===== config.mk =====
export PLATFORM = sky130hd
export DESIGN_NAME = mips_mc_control_flat
export DESIGN_NICKNAME = d
export VERILOG_FILES = /design/src/rtl/mips_mc_control_if.sv /design/src/rtl/mips_mc_control.sv /design/src/flat_wrapper.sv
export SDC_FILE = /design/constraint.sdc
export NUM_CORES = 1
export LEC_CHECK = 0
export CORE_UTILIZATION = 41
export CTS_CLUSTER_SIZE = 24
export DETAILED_ROUTE_END_ITERATION = 12
export PLACE_DENSITY = 0.84
export RECOVER_POWER = 100
export SETUP_SLACK_MARGIN = 0.1
export SLEW_MARGIN = 20
export SYNTH_ARGS = -nofsm -noshare
export SYNTH_HDL_FRONTEND = slang
export SYNTH_SLANG_ARGS = --single-unit

===== constraint.sdc =====
create_clock -name clk -period 1.9 [get_ports clk]
set_input_delay 0.285 -clock clk [delete_from_list [all_inputs] [get_ports clk]]
set_output_delay 0.285 -clock clk [all_outputs]
set_load 0.03 [all_outputs]

===== src/rtl/mips_mc_control_if.sv =====
// Control/datapath boundary of the MIPS multi-cycle core: instruction fields and
// status flow into the controller, mux selects and write enables flow out.
interface mips_mc_control_if;
    // Handshake: mem_ready is a valid/ready style completion flag. A memory access
    // finishes in the cycle it is high. While it is low, the controller holds its
    // current access state and keeps that state's strobes (IRWrite/PCEn excepted)
    // asserted.
    logic [5:0] opcode;
    logic [5:0] funct;
    logic       zero;
    logic       mem_ready;
    logic       IorD;
    logic       MemWrite;
    logic       IRWrite;
    logic       RegDst;
    logic       MemtoReg;
    logic       RegWrite;
    logic       ALUSrcA;
    logic [1:0] ALUSrcB;
    logic [2:0] ALUControl;
    logic [1:0] PCSrc;
    logic       PCEn;
    logic       illegal_op;

    modport master (
        input  opcode, funct, zero, mem_ready,
        output IorD, MemWrite, IRWrite, RegDst, MemtoReg, RegWrite, ALUSrcA,
               ALUSrcB, ALUControl, PCSrc, PCEn, illegal_op
    );

    modport slave (
        output opcode, funct, zero, mem_ready,
        input  IorD, MemWrite, IRWrite, RegDst, MemtoReg, RegWrite, ALUSrcA,
               ALUSrcB, ALUControl, PCSrc, PCEn, illegal_op
    );
endinterface


===== src/rtl/mips_mc_control.sv =====
// Main controller FSM of the MIPS multi-cycle datapath.
// Optional bne support is built when MIPS_MC_BNE_EN is defined.
module mips_mc_control #(
    parameter logic [3:0] RESET_STATE = 4'd0
) (
    input  logic               clk,
    input  logic               rst_n,
    mips_mc_control_if.master  bus,
    output logic [3:0]         dbg_state
);
    typedef enum logic [3:0] {
        FETCH    = 4'd0,
        DECODE   = 4'd1,
        MEMADR   = 4'd2,
        MEMRD    = 4'd3,
        MEMWB    = 4'd4,
        MEMWR    = 4'd5,
        EXECUTE  = 4'd6,
        ALUWB    = 4'd7,
        BRANCH   = 4'd8,
        ADDIEXEC = 4'd9,
        ADDIWB   = 4'd10,
        JUMP     = 4'd11
    } state_t;

    localparam logic [5:0] OP_RTYPE = 6'b000000;
    localparam logic [5:0] OP_LW    = 6'b100011;
    localparam logic [5:0] OP_SW    = 6'b101011;
    localparam logic [5:0] OP_BEQ   = 6'b000100;
    localparam logic [5:0] OP_BNE   = 6'b000101;
    localparam logic [5:0] OP_ADDI  = 6'b001000;
    localparam logic [5:0] OP_J     = 6'b000010;

    localparam logic [2:0] ALU_ADD = 3'b010;
    localparam logic [2:0] ALU_SUB = 3'b110;
    localparam logic [2:0] ALU_AND = 3'b000;
    localparam logic [2:0] ALU_OR  = 3'b001;
    localparam logic [2:0] ALU_SLT = 3'b111;

    state_t     state;
    logic       is_lw;
    logic       op_ok;
    logic       funct_ok;
    logic [2:0] funct_alu;
    logic       pc_write;
    logic       branch;
    logic       taken;

    assign dbg_state = state;

    always_comb begin
        op_ok = 1'b1;
        case (bus.opcode)
            OP_RTYPE, OP_LW, OP_SW, OP_BEQ, OP_ADDI, OP_J: op_ok = 1'b1;
`ifdef MIPS_MC_BNE_EN
            OP_BNE:                                        op_ok = 1'b1;
`endif
            default:                                       op_ok = 1'b0;
        endcase
    end

    always_comb begin
        funct_ok  = 1'b1;
        funct_alu = ALU_ADD;
        case (bus.funct)
            6'b100000: funct_alu = ALU_ADD;
            6'b100010: funct_alu = ALU_SUB;
            6'b100100: funct_alu = ALU_AND;
            6'b100101: funct_alu = ALU_OR;
            6'b101010: funct_alu = ALU_SLT;
            default:   funct_ok  = 1'b0;
        endcase
    end

`ifdef MIPS_MC_BNE_EN
    logic is_bne;
    assign taken = is_bne ? ~bus.zero : bus.zero;
`else
    assign taken = bus.zero;
`endif

    // lw/sw is remembered at DECODE so later IR changes cannot redirect MEMADR.
    always_ff @(posedge clk or negedge rst_n) begin
        if (!rst_n) begin
            state <= state_t'(RESET_STATE);
            is_lw <= 1'b0;
`ifdef MIPS_MC_BNE_EN
            is_bne <= 1'b0;
`endif
        end else begin
            case (state)
                FETCH:    if (bus.mem_ready) state <= DECODE;
                DECODE: begin
                    is_lw <= (bus.opcode == OP_LW);
                    case (bus.opcode)
                        OP_LW, OP_SW: state <= MEMADR;
                        OP_RTYPE:     state <= EXECUTE;
                        OP_BEQ:       state <= BRANCH;
`ifdef MIPS_MC_BNE_EN
                        OP_BNE: begin
                            state  <= BRANCH;
                            is_bne <= 1'b1;
                        end
`endif
                        OP_ADDI:      state <= ADDIEXEC;
                        OP_J:         state <= JUMP;
                        default:      state <= FETCH;
                    endcase
                end
                MEMADR:   state <= is_lw ? MEMRD : MEMWR;
                MEMRD:    if (bus.mem_ready) state <= MEMWB;
                MEMWB:    state <= FETCH;
                MEMWR:    if (bus.mem_ready) state <= FETCH;
                EXECUTE:  state <= ALUWB;
                ALUWB:    state <= FETCH;
                BRANCH: begin
                    state <= FETCH;
`ifdef MIPS_MC_BNE_EN
                    is_bne <= 1'b0;
`endif
                end
                ADDIEXEC: state <= ADDIWB;
                ADDIWB:   state <= FETCH;
                JUMP:     state <= FETCH;
                default:  state <= FETCH;
            endcase
        end
    end

    always_comb begin
        bus.IorD       = 1'b0;
        bus.MemWrite   = 1'b0;
        bus.IRWrite    = 1'b0;
        bus.RegDst     = 1'b0;
        bus.MemtoReg   = 1'b0;
        bus.RegWrite   = 1'b0;
        bus.ALUSrcA    = 1'b0;
        bus.ALUSrcB    = 2'b00;
        bus.ALUControl = ALU_ADD;
        bus.PCSrc      = 2'b00;
        bus.illegal_op = 1'b0;
        pc_write       = 1'b0;
        branch         = 1'b0;
        case (state)
            FETCH: begin
                bus.ALUSrcB = 2'b01;
                bus.IRWrite = bus.mem_ready;
                pc_write    = bus.mem_ready;
            end
            DECODE: begin
                bus.ALUSrcB    = 2'b11;
                bus.illegal_op = ~op_ok;
            end
            MEMADR: begin
                bus.ALUSrcA = 1'b1;
                bus.ALUSrcB = 2'b10;
            end
            MEMRD:    bus.IorD = 1'b1;
            MEMWB: begin
                bus.MemtoReg = 1'b1;
                bus.RegWrite = 1'b1;
            end
            MEMWR: begin
                bus.IorD     = 1'b1;
                bus.MemWrite = 1'b1;
            end
            EXECUTE: begin
                bus.ALUSrcA    = 1'b1;
                bus.ALUControl = funct_alu;
                bus.illegal_op = ~funct_ok;
            end
            ALUWB: begin
                bus.RegDst   = 1'b1;
                bus.RegWrite = 1'b1;
            end
            BRANCH: begin
                bus.ALUSrcA    = 1'b1;
                bus.ALUControl = ALU_SUB;
                bus.PCSrc      = 2'b01;
                branch         = 1'b1;
            end
            ADDIEXEC: begin
                bus.ALUSrcA = 1'b1;
                bus.ALUSrcB = 2'b10;
            end
            ADDIWB:   bus.RegWrite = 1'b1;
            JUMP: begin
                bus.PCSrc = 2'b10;
                pc_write  = 1'b1;
            end
            default: ;
        endcase
        bus.PCEn = pc_write | (branch & taken);
        // Held reset must mask mem_ready-driven strobes too, not just the state.
        if (!rst_n) begin
            bus.IorD       = 1'b0;
            bus.MemWrite   = 1'b0;
            bus.IRWrite    = 1'b0;
            bus.RegDst     = 1'b0;
            bus.MemtoReg   = 1'b0;
            bus.RegWrite   = 1'b0;
            bus.ALUSrcA    = 1'b0;
            bus.ALUSrcB    = 2'b00;
            bus.ALUControl = ALU_ADD;
            bus.PCSrc      = 2'b00;
            bus.PCEn       = 1'b0;
            bus.illegal_op = 1'b0;
        end
    end
endmodule

===== src/flat_wrapper.sv =====
// flat-port wrapper written by rule: the top's interface ports become plain ports
module mips_mc_control_flat 
#(
    parameter logic [3:0] RESET_STATE = 4'd0
)
  (clk, rst_n, dbg_state, bus_opcode, bus_funct, bus_zero, bus_mem_ready, bus_IorD, bus_MemWrite, bus_IRWrite, bus_RegDst, bus_MemtoReg, bus_RegWrite, bus_ALUSrcA, bus_ALUSrcB, bus_ALUControl, bus_PCSrc, bus_PCEn, bus_illegal_op);
  mips_mc_control_if bus_i ();
  input  logic clk;
  input  logic rst_n;
  output logic [3:0] dbg_state;
  input wire logic [$bits(bus_i.opcode)-1:0] bus_opcode;
  input wire logic [$bits(bus_i.funct)-1:0] bus_funct;
  input wire logic [$bits(bus_i.zero)-1:0] bus_zero;
  input wire logic [$bits(bus_i.mem_ready)-1:0] bus_mem_ready;
  output wire logic [$bits(bus_i.IorD)-1:0] bus_IorD;
  output wire logic [$bits(bus_i.MemWrite)-1:0] bus_MemWrite;
  output wire logic [$bits(bus_i.IRWrite)-1:0] bus_IRWrite;
  output wire logic [$bits(bus_i.RegDst)-1:0] bus_RegDst;
  output wire logic [$bits(bus_i.MemtoReg)-1:0] bus_MemtoReg;
  output wire logic [$bits(bus_i.RegWrite)-1:0] bus_RegWrite;
  output wire logic [$bits(bus_i.ALUSrcA)-1:0] bus_ALUSrcA;
  output wire logic [$bits(bus_i.ALUSrcB)-1:0] bus_ALUSrcB;
  output wire logic [$bits(bus_i.ALUControl)-1:0] bus_ALUControl;
  output wire logic [$bits(bus_i.PCSrc)-1:0] bus_PCSrc;
  output wire logic [$bits(bus_i.PCEn)-1:0] bus_PCEn;
  output wire logic [$bits(bus_i.illegal_op)-1:0] bus_illegal_op;
  assign bus_i.opcode = bus_opcode;
  assign bus_i.funct = bus_funct;
  assign bus_i.zero = bus_zero;
  assign bus_i.mem_ready = bus_mem_ready;
  assign bus_IorD = bus_i.IorD;
  assign bus_MemWrite = bus_i.MemWrite;
  assign bus_IRWrite = bus_i.IRWrite;
  assign bus_RegDst = bus_i.RegDst;
  assign bus_MemtoReg = bus_i.MemtoReg;
  assign bus_RegWrite = bus_i.RegWrite;
  assign bus_ALUSrcA = bus_i.ALUSrcA;
  assign bus_ALUSrcB = bus_i.ALUSrcB;
  assign bus_ALUControl = bus_i.ALUControl;
  assign bus_PCSrc = bus_i.PCSrc;
  assign bus_PCEn = bus_i.PCEn;
  assign bus_illegal_op = bus_i.illegal_op;
  mips_mc_control #(.RESET_STATE(RESET_STATE)) u_core (.clk(clk), .rst_n(rst_n), .bus(bus_i), .dbg_state(dbg_state));
endmodule

Word-level counts from Yosys, hierarchy flattened. Index checks and enable logic that the tools add are counted.

Equality and inequality tests: 24. Muxes and demuxes: 34. Bitwise operators: 4. Reductions and logical operators: 10.

Operators with widths (count): 6-bit equality test, second input constant (7); 4-bit one-hot mux with 7 select lines (1); 4-bit one-hot mux with 5 select lines (1); 1-bit 2-to-1 mux (19); 4-bit by 3-bit equality test with 1-bit output, second input constant (4); 4-bit equality test, second input constant (4); 4-bit 2-to-1 mux (3); 3-bit one-hot mux with 4 select lines (1); 4-bit by 2-bit equality test with 1-bit output, second input constant (2); 6-bit by 2-bit equality test with 1-bit output, second input constant (1); 6-bit by 3-bit equality test with 1-bit output, second input constant (1); 6-bit by 4-bit equality test with 1-bit output, second input constant (1); 6-bit zero test (1); 3-bit 2-to-1 mux (2); 2-bit inequality test, second input constant (3); 2-bit one-hot mux with 3 select lines (1); 3-bit one-hot mux with 2 select lines (1); 2-bit OR reduction (3); 6-bit OR reduction (1); 5-bit OR reduction (1); 4-bit by 1-bit equality test with 1-bit output, second input constant (1); 4-bit zero test (1); 2-bit 2-to-1 mux (2); 1-bit one-hot mux with 2 select lines (2); 7 further kinds (8).

Register bits: 5. Input port bits: 16. Output and inout port bits: 20. Word-level logic and storage cells: 74.

Depth between registers and ports, before layout. Gate-level depths: netlist of run 1.

Depth after elaboration: 6. Mapped depth: 5. Mapped depth without buffers: 4.

Least setup slack after synthesis of run 1. No wires, ideal clock.

Kind: reg2out. Start: reg u_core.state[2], in the netlist u_core.dbg_state[2]. End: out bus_ALUControl[2]. Arrival: 1.956 ns. Required time: 1.615 ns. Slack: -0.341 ns. Stages on the path, launching flop included: 5. Path buffers: 0. Path through: dfrtp_1 and2b_2 nand2_1 nor3_1 a41o_1.

Cells in the longest elaborated chain, start to end: 3. Elaborated cells between the ends (all ways): 4. Those cells by class: eq/ne: 2; mux: 2.

RTL lines: start: declaration (line mips_mc_control.sv:40) `state_t state;`; start signal: assignment (line mips_mc_control.sv:85) `state <= state_t'(RESET_STATE);`; start signal: assignment (line mips_mc_control.sv:110) `MEMADR: state <= is_lw ? MEMRD : MEMWR;`; 4-bit equality test or 4-bit by 3-bit equality test with 1-bit output (tied branches) (line mips_mc_control.sv:144) `case (state)`; 3-bit one-hot mux with 2 select lines * (line mips_mc_control.sv:144); 3-bit 2-to-1 mux * (line mips_mc_control.sv:195) `if (!rst_n) begin`; end: declaration (line flat_wrapper.sv:23) `output wire logic [$bits(bus_i.ALUControl)-1:0] bus_ALUControl;`.

Mark *: on every way between the ends. The rest lies on a longest branch, timed or not.

Worst setup path in the final report of run 1.
Start: reg u_core.state[2], in the netlist u_core.dbg_state[2]. End: out bus_PCEn.

Cells in the longest elaborated chain, start to end: 5. Elaborated cells between the ends (all ways): 8. Those cells by class: eq/ne: 2; mux: 3; bitwise: 2; reduce/logical: 1.

RTL lines: 4-bit equality test (line mips_mc_control.sv:144); 1-bit 2-to-1 mux (line mips_mc_control.sv:144); 1-bit AND (line mips_mc_control.sv:193) `bus.PCEn = pc_write | (branch & taken);`; 1-bit bitwise OR * (line mips_mc_control.sv:193); 1-bit 2-to-1 mux * (line mips_mc_control.sv:195); end: declaration (line flat_wrapper.sv:25) `output wire logic [$bits(bus_i.PCEn)-1:0] bus_PCEn;`.

Marks and branches as above.

==> results of run 1 <==
-- worst max-delay path, stage by stage, from the launching register on --
cell      delay (ns)
dfrtp_1         0.41
and2b_2         0.25
buf_6           0.11
nand2_4         0.06
buf_6           0.13
o32ai_2         0.11
clkbuf_2        0.24
-- how the worst max path moves through the flow --
| stage | depth (start not counted) | start | slack (ns) | to |
|---|---|---|---|---|
| after floorplan | 4 | u_core.dbg_state[2]$_DFFE_PN0P_ | -0.06 | bus_ALUControl[2] |
| after global placement | 6 | bus_opcode[1] | -0.57 | bus_illegal_op |
| after detailed placement | 6 | bus_opcode[1] | -0.58 | bus_illegal_op |
| after CTS | 6 | bus_opcode[0] | 0.07 | bus_illegal_op |
| after global routing | 5 | u_core.dbg_state[3]$_DFFE_PN0P_ | -0.03 | bus_ALUControl[1] |
| final | 6 | u_core.dbg_state[2]$_DFFE_PN0P_ | 0.06 | bus_PCEn |
-- placed cells by master, fill, tap and decap left out, drive strengths merged, types with 2 or more instances in the layout --
master / n
nor2: 12
nor3: 4
o21a: 2
xor2: 2
nand2: 7
nand3: 4
a21oi: 5
nand3b: 2
o22ai: 2
dlygate4sd2: 4
clkdlybuf4s15: 2
a32oi: 2
buf: 34
o31ai: 2
nand4: 2
and2b: 2
clkbuf: 20
mux2i: 3
dfrtp: 5
nand2b: 6
o21ai: 5
clkdlybuf4s50: 10
inv: 3
-- repair_timing --
action	CTS	global route
setup endpoints to repair	11	13
gates resized for setup	25	19
setup buffers	1	4
pin swaps	4	5
-- metal layers --
layer,vias up,part of all wire,GRT usage
met2,54,0.54,0.478
li1,475,-,-
met5,-,0,0
met1,485,0.39,0.339
met4,0,0.023,0.135
met3,7,0.055,0.0388
-- power breakdown --
part / internal, mW / switching [mW]
combinational: 0.203 / 0.259
clock: 0.0805 / 0.0604
sequential: 0.119 / 0.0121
-- through the flow --
| stage | TNS (ns) | worst slack [ns] |
|---|---|---|
| 3_5_place_dp | -1.13 | -0.577 |
| 2_1_floorplan | -0.0631 | -0.0631 |
| 5_1_grt | -0.0386 | -0.0293 |
| 3_3_place_gp | -1.14 | -0.567 |
| 4_1_cts | 0 | 0.0733 |
| 6_report | 0 | 0.0608 |
-- area by class of cell --
| class | instances | area [um2] | share of cell area |
|---|---|---|---|
| Sequential cell | 5 | 125 | 0.0973 |
| Timing Repair Buffer | 68 | 531 | 0.412 |
| Tap cell | 16 | 20.0 | 0.0156 |
| Multi-Input combinational cell | 78 | 573 | 0.446 |
| Inverter | 3 | 11.3 | 0.00875 |
| Clock buffer | 4 | 26.3 | 0.0204 |
-- sequential cells by signal (all words and copies together), names as in the netlist --
| register | count |
|---|---|
| u_core.dbg_state | 4 |
| u_core.is_lw | 1 |
-- logic make-up after synthesis --
family,count (synthesis)
mux,3
simple gates,48
buf+inv,7
flops,5
compound gates,24
xor+xnor,3
==> summary.md, run 1 <==
| Metric | Value |
|---|---|
| Status | `complete, but fails checks` |
| Failing checks | `design-rule violations` |
| Latest clock arrival within the worst-skew pair | `0.26 ns` |
| DR vias | `1021` |
| Number of port buffers | `35` |
| Die area | `1760 um2` |
| Post-synth cell types | `39` |
| Yosys warning total | `0` |
| R2R depth | `5` |
| Syn Area/Cell | `7.28 um2` |
| Worst slew margin | `0.752` |
| Main combinational cell family by area after synthesis | `simple AND/OR/NAND/NOR gates` |
| TritonRoute pass-1 iters | `8` |
| Synth Area in Adders | `0` |
| Hold WS | `0.163 ns` |
| Ant diodes | `0` |
| RSZ-0062 raised after global routing | `yes` |
| Count of flip-flops with a built-in enable after synthesis | `0` |
| CP endpoint kind | `output port` |
| Grt total ovfl | `0` |
| CTS tree | `built` |
| Final Setup Violations | `0` |
| Final core utilization | `0.854` |
| H-tree depth | `1` |
| # DRC | `1` |
| Post-DP HPWL | `1690 um` |
| Synth Area in Compound Gates | `0.244` |
| Mapped Nets | `106` |
| Post-Syn Area | `656 um2` |
| Gate Count Post-Synth | `90` |
| Yosys top cell area share | `0.191` |
| Worst Clk Skew | `0.00466 ns` |
| Share of cells above drive strength 1 | `0.437` |
| Pwr/cell area | `570 nW/um2` |
| XOR/XNOR Fraction of Synth Area | `0.0401` |
| Leakage | `0.592 nW` |
| Top cells by count, synth | `nor2_1, nand2_1, a21oi_1, dfrtp_1, o21ai_0` |
| Crit path DAT | `1.55 ns` |
| FMAX | `0.544 GHz` |
| Sequential-to-total area share from yosys stat | `0.191` |
| GPL Wtd Cong | `0.857` |
| Area after DPL | `1200 um2` |
| Clk pin slew, worst setup/hold paths | `0.05 ns` |
| Total track usage | `0.278` |
| FILL cells | `96` |
| Top_reg_cell synth | `dfrtp_1` |
| Power Total | `0.733 mW` |
| Yosys reg bits | `5` |
| Fin crit share | `0.968` |
| Hold WC Path Type | `input pin to async pin` |
| Root Driver | `clkbuf_4` |
| Row cnt | `14` |
| VDD IR max | `0.670 mV` |
| DRT antenna net count | `0` |
| Nets@finish | `175` |
| R2r endpoint | `u_core.dbg_state[1]$_DFFE_PN0P_` |
| Simple-gate share of the synthesized area | `0.420` |
| Total Wirelength | `2740 um` |
| Cells taking the most area after synthesis | `dfrtp_1, nor2_1, mux2i_1` |
| Worst-Margin Slew | `0.374 ns` |
| Global-route wire length before repair | `3730 um` |
| Clock buffer depth | `2` |
| Final min period | `1.84 ns` |
| # clock sinks | `5` |
| Die height | `42.0 um` |
| RR Startpoint | `u_core.dbg_state[3]$_DFFE_PN0P_` |
| R2R Setup Slk | `0.44 ns` |
| Max Cap Viol | `0` |
| Worst setup SP type | `flop` |
| Count leader, synth | `nor2_1` |
| Largest net degree at the start of global routing | `16` |
| Iter 0 DRT Violations | `32` |
| Mux cell area share after synthesis | `0.0458` |
| Ys async rst share | `1.00` |
| Drt via density | `5.87` |
| Placed Instances | `165` |
| Final instance area | `1290 um2` |
| Crit path required time | `1.62 ns` |
| Area leader, netlist | `dfrtp_1` |
| Die Width | `42.0 um` |
| Number of I/O pins | `36` |
| Synth-to-Final Area Change | `96.2%` |
| Initial antenna violation count | `0` |
| Vias in the first global route | `864` |
| # hold bufs at CTS | `0` |
| Critical path class | `flop to output port` |
| Total CTS buffers | `3` |
| Final non-filler cell total | `174` |
| Max FO, Critical Path | `4` |
| Final hold violation count | `0` |
| Fin. max-slew vios | `0` |
| CORE AREA | `1510 um2` |
| Post-DR wirelength/cell | `15.7 um` |
| Effective utilization at floorplan | `0.435` |
(Power assumes the default switching activity.)
==> run 2, diff against run 1 <==
--- a/config.mk
+++ b/config.mk
@@ -5,10 +5,11 @@
 export SDC_FILE = /design/constraint.sdc
 export NUM_CORES = 1
 export LEC_CHECK = 0
-export CORE_UTILIZATION = 41
+export CORE_AREA = 2 2 39 41
 export CTS_CLUSTER_SIZE = 24
 export DETAILED_ROUTE_END_ITERATION = 12
-export PLACE_DENSITY = 0.84
+export DIE_AREA = 0 0 41 43
+export DONT_BUFFER_PORTS = 1
 export RECOVER_POWER = 100
 export SETUP_SLACK_MARGIN = 0.1
 export SLEW_MARGIN = 20
==> run 2 against run 1 <==
The run now ends clean. Register-to-register slack got worse by 0.09 ns. Die area is essentially flat. First-iteration DRC count shrank 50%. Core utilization decreased by 18 points. Via count is 22% lower. Non-clock buffer count shrank 40. Critical path type unchanged. Critical endpoint is now bus_ALUControl[1]. Largest cell class unchanged. Largest power group unchanged.
==> summary.md, run 2 (synthesis results as in run 1) <==
| Metric | Value |
|---|---|
| Final min period | `1.79 ns` |
| Buf/Inv on CP | `0` |
| CP endpoint kind | `output port` |
| HP Start | `bus_opcode[3]` |
| Fin crit share | `0.944` |
| Worst Clk Skew | `0.00939 ns` |
| Final hold violation count | `0` |
| Setup TNS | `0 ns` |
| Status | `completed` |
| Psw | `0.269 mW` |
| CTS tree | `built` |
| GR Util met1 | `0.248` |
| CP startpoint | `u_core.dbg_state[0]$_DFFE_PN0P_` |
| Die Width | `41 um` |
| Crit path required time | `1.62 ns` |
| Area after DPL | `815 um2` |
| FILL cells | `131` |
| Initial antenna violation count | `0` |
| Met2 usage | `0.328` |
| Root Driver | `clkbuf_4` |
| Total track usage | `0.207` |
| Number of port buffers | `0` |
| Post-DR wirelength/cell | `13.7 um` |
| Critical path class | `flop to output port` |
| Crit path DAT | `1.51 ns` |
| Synth-to-Final Area Change | `41.8%` |
| Clock buffer depth | `2` |
| Nets@finish | `135` |
| Max FO, Critical Path | `8` |
| Hold WS | `0.138 ns` |
| RSZ-0062 raised after global routing | `yes` |
| Number of I/O pins | `36` |
| Clk pin slew, worst setup/hold paths | `0.05 ns` |
| Die height | `43 um` |
| Largest net degree at the start of global routing | `16` |
| Min setup slack post-route | `0.106 ns` |
| Area of the multi-input gates | `544 um2` |
| Final Setup Violations | `0` |
| Hold WC Path Type | `input pin to flop` |
| Effective utilization at floorplan | `0.474` |
| Total CTS buffers | `3` |
| Commonest non-fill, non-tap cell in the layout | `buf_4` |
| # DRC | `0` |
| H-tree depth | `1` |
| Grt met3 use | `0.0785` |
| Most frequent cells in the layout | `buf_4, nor2_1, nand2_1` |
| Top Usage Layer GRT | `met2` |
| Clock group share of total power | `0.212` |
| Die area | `1760 um2` |
| Iter 0 DRT Violations | `16` |
| Max reg flops | `4` |
| # clock sinks | `5` |
| Max incr delay on CP | `0.46 ns` |
| GPL Wtd Cong | `0.853` |
| Leakage | `0.394 nW` |
| Switch share | `0.440` |
| RR Startpoint | `u_core.dbg_state[1]$_DFFE_PN0P_` |
| DR vias | `797` |
| DRT antenna net count | `0` |
| CP max stage cell | `dfrtp_1` |
| VDD IR max | `0.555 mV` |
| Post-place setup slack | `0.272 ns` |
| Crit-path cells | `nand2b_4 -> nor2_2 -> nand3_1 -> or2_1` |
| TritonRoute pass-1 iters | `4` |
| R2R Setup Slk | `0.35 ns` |
| Global-route wire length before repair | `2500 um` |
| Worst slew margin | `0.761` |
| Ant diodes | `0` |
| Internal Power | `0.343 mW` |
| Drt via density | `5.95` |
| Fin. max-slew vios | `0` |
| Vias in the first global route | `640` |
| Seq pwr share | `0.230` |
| Register Area | `126 um2` |
| Latest clock arrival within the worst-skew pair | `0.26 ns` |
| Share of cells above drive strength 1 | `0.347` |
| Grt total ovfl | `0` |
| FMAX | `0.557 GHz` |
| Post-DP HPWL | `1330 um` |
| CORE AREA | `1380 um2` |
| Worst setup SP type | `flop` |
| Logic gate share of total power | `0.558` |
| Power Total | `0.612 mW` |
| Row cnt | `14` |
| Delay-heaviest family, CP | `simple AND/OR/NAND/NOR gates` |
| Final instance area | `930 um2` |
| Worst-Margin Slew | `0.360 ns` |
| Pwr/cell area | `658 nW/um2` |
| Max Cap Viol | `0` |
| Total Wirelength | `1830 um` |
run 2: worst reg2reg max path, delay by kind of cell, from the launching register on:
family,cells,cell delay (ns)
AND/OR/NAND/NOR,2,0.57
flip-flops,1,0.42
buffers and inverters,1,0.26
AO/OA/AOI/OAI,2,0.21
run 2: worst paths after layout:
kind,end,cells past startpoint
worst max-delay path,bus_ALUControl[1],4
worst min-delay path,u_core.is_lw$_DFFE_PN0P_,1
worst max register to register,u_core.dbg_state[1]$_DFFE_PN0P_,5
worst min register to register,u_core.is_lw$_DFFE_PN0P_,2
max in group asynchronous,u_core.dbg_state[1]$_DFFE_PN0P_,1
min in group asynchronous,u_core.dbg_state[0]$_DFFE_PN0P_,1
run 2: through the flow:
step,utilization,cells
floorplan,-,90
global placement,0.589,121
detailed placement,0.589,121
CTS,0.625,127
global route,0.672,134
finish,0.672,134
run 2: timing repair:
action | in CTS | in global routing
gates resized for setup | 5 | 11
endpoints found under the setup margin | 7 | 7
hold endpoints to repair | 5 | 0
hold buffers | 1 | 0
pin swaps | 0 | 4
setup buffers | 1 | 7
run 2: layer usage:
metal,part of all wire,up-vias
met5,0,-
met4,0.0093,0
met3,0.076,3
met2,0.50,35
met1,0.42,366
li1,-,393
run 2: power by group through the flow:
stage	registers (mW)	clock network [mW]	logic (mW)
after global placement	0.147	0	0.284
after CTS	0.146	0.135	0.295
after detailed placement	0.147	0	0.285
final	0.141	0.130	0.342
after global routing	0.142	0.142	0.362
after floorplan	0.156	0	0.199
run 2: layout make-up:
type,instances,share of cell area
Multi-Input combinational cell,78,0.585
Timing Repair Buffer,28,0.217
Sequential cell,5,0.136
Clock buffer,4,0.0283
Tap cell,16,0.0215
Inverter,3,0.0121
==> run 3, diff against run 2 <==
--- a/config.mk
+++ b/config.mk
@@ -11,7 +11,7 @@
 export DIE_AREA = 0 0 41 43
 export DONT_BUFFER_PORTS = 1
 export RECOVER_POWER = 100
-export SETUP_SLACK_MARGIN = 0.1
+export SETUP_SLACK_MARGIN = 0.5
 export SLEW_MARGIN = 20
 export SYNTH_ARGS = -nofsm -noshare
 export SYNTH_HDL_FRONTEND = slang
==> run 3 against run 2 <==
Count of clock-buffer cells in the layout shrank 1. Critical path depth unchanged. Clock skew fell by 0.0066 ns. Register-to-register slack worse by 0.19 ns. Combinational power up 12%. Critical path type unchanged. Critical endpoint is now bus_IRWrite. Highest routed layer unchanged.
==> summary.md, run 3 (synthesis results as in run 1) <==
| Metric | Value |
|---|---|
| Status | `completed` |
| Die height | `43 um` |
| Hold WS | `0.106 ns` |
| Number of I/O pins | `36` |
| Post-place setup slack | `0.245 ns` |
| Total CTS buffers | `3` |
| CP endpoint kind | `output port` |
| Setup TNS | `0 ns` |
| VDD IR max | `0.399 mV` |
| Min setup slack post-route | `0.104 ns` |
| Latest clock arrival within the worst-skew pair | `0.25 ns` |
| Initial antenna violation count | `0` |
| Row cnt | `14` |
| Effective utilization at floorplan | `0.474` |
| Area of the multi-input gates | `654 um2` |
| Ant diodes | `0` |
| Clock buffer depth | `2` |
| # clock sinks | `5` |
| Critical path class | `flop to output port` |
| Uppermost layer routed | `met4` |
| Crit-path cells | `buf_4 -> nor2_1 -> nand2_1 -> nor2_2` |
| Max reg flops | `4` |
| H-tree depth | `1` |
| Max Cap Viol | `0` |
| Worst Clk Skew | `0.00277 ns` |
| HP Start | `bus_opcode[3]` |
| Max incr delay on CP | `0.43 ns` |
| Grt total ovfl | `0` |
| RR Startpoint | `u_core.dbg_state[1]$_DFFE_PN0P_` |
| DR WL met3 | `174 um` |
| Power Total | `0.675 mW` |
| Pwr/cell area | `667 nW/um2` |
| Largest net degree at the start of global routing | `9` |
| Most frequent cells in the layout | `buf_4, buf_6, nor2_1` |
| Nets@finish | `128` |
| Share of cells above drive strength 1 | `0.505` |
| Total Wirelength | `2100 um` |
| Drt via density | `6.13` |
| RSZ-0062 raised after global routing | `yes` |
| Buf/Inv on CP | `1` |
| CORE AREA | `1380 um2` |
| Post-DP HPWL | `1400 um` |
| Placed Instances | `109` |
| Final Setup Violations | `0` |
| Worst slew margin | `0.637` |
| Delay-heaviest family, CP | `simple AND/OR/NAND/NOR gates` |
| TritonRoute pass-1 iters | `4` |
| Global-route wire length before repair | `3000 um` |
| Worst setup SP type | `flop` |
| Vias in the first global route | `733` |
| Die area | `1760 um2` |
| Total track usage | `0.249` |
| Max FO, Critical Path | `7` |
| DR vias | `778` |
| Leakage | `0.394 nW` |
| Wl on met1 | `821 um` |
| CP max stage cell | `dfrtp_2` |
| FMAX | `0.557 GHz` |
| Die Width | `41 um` |
| Met2 wire length | `1080 um` |
| Synth-to-Final Area Change | `54.4%` |
| Iter 0 DRT Violations | `19` |
| Post-DR wirelength/cell | `16.5 um` |
| Register Area | `130 um2` |
| GPL Wtd Cong | `0.809` |
| Crit path required time | `1.62 ns` |
| CTS tree | `built` |
| Fin. max-slew vios | `0` |
| Commonest non-fill, non-tap cell in the layout | `buf_4` |
| Final min period | `1.80 ns` |
| FILL cells | `114` |
| Fin crit share | `0.945` |
| Root Driver | `clkbuf_4` |
| Worst-Margin Slew | `0.542 ns` |
| Hold WC Path Type | `input pin to flop` |
| Number of port buffers | `0` |
| CP startpoint | `u_core.dbg_state[3]$_DFFE_PN0P_` |
| DRT antenna net count | `0` |
| Final hold violation count | `0` |
| Final non-filler cell total | `127` |
| Clk pin slew, worst setup/hold paths | `0.05 ns` |
| Crit path DAT | `1.51 ns` |
| # DRC | `0` |
run 3: cell count changes in the layout (fill, tap and decap cells not counted), sizes merged:
cell	previous run	this run
clkinv	0	1
clkbuf	11	8
buf	20	15
run 3: path summary, 6_finish.rpt:
path,cells past startpoint,end,slack [ns]
worst max-delay path,4,bus_IRWrite,0.10
worst min-delay path,1,u_core.is_lw$_DFFE_PN0P_,0.11
worst max register to register,6,u_core.dbg_state[1]$_DFFE_PN0P_,0.16
worst min register to register,2,u_core.is_lw$_DFFE_PN0P_,0.53
max in group asynchronous,1,u_core.dbg_state[0]$_DFFE_PN0P_,1.34
min in group asynchronous,1,u_core.dbg_state[0]$_DFFE_PN0P_,0.33
run 3: metrics by stage:
stage	utilization	cell area [um2]
detailed placement	0.599	830
floorplan	-	801
CTS	0.704	975
finish	0.731	1010
global placement	0.599	830
global route	0.731	1010
run 3: final cells by class:
type | instances | area share
clock buffer | 3 | 0.0222
clock inverter | 1 | 0.00494
inverter | 3 | 0.0111
multi-input combinational | 78 | 0.646
sequential | 5 | 0.129
tap | 16 | 0.0198
timing repair buffer | 21 | 0.167
run 3: report_power, final:
group	internal (mW)	switching, mW
clock	0.0767	0.0533
sequential	0.123	0.0404
combinational	0.165	0.218
run 3: routing by layer:
| metal | up-vias | GRT usage |
|---|---|---|
| met1 | 358 | 0.297 |
| met4 | 0 | 0.100 |
| met5 | - | 0 |
| li1 | 379 | - |
| met2 | 39 | 0.416 |
| met3 | 2 | 0.0419 |
run 3: repair_timing:
item,in CTS,in global routing
resized for setup,11,15
gates cloned,0,0
endpoints found under the setup margin,17,21
pin swaps,12,7
setup buffers,10,3
hold endpoints to repair,5,0
hold buffers,1,0
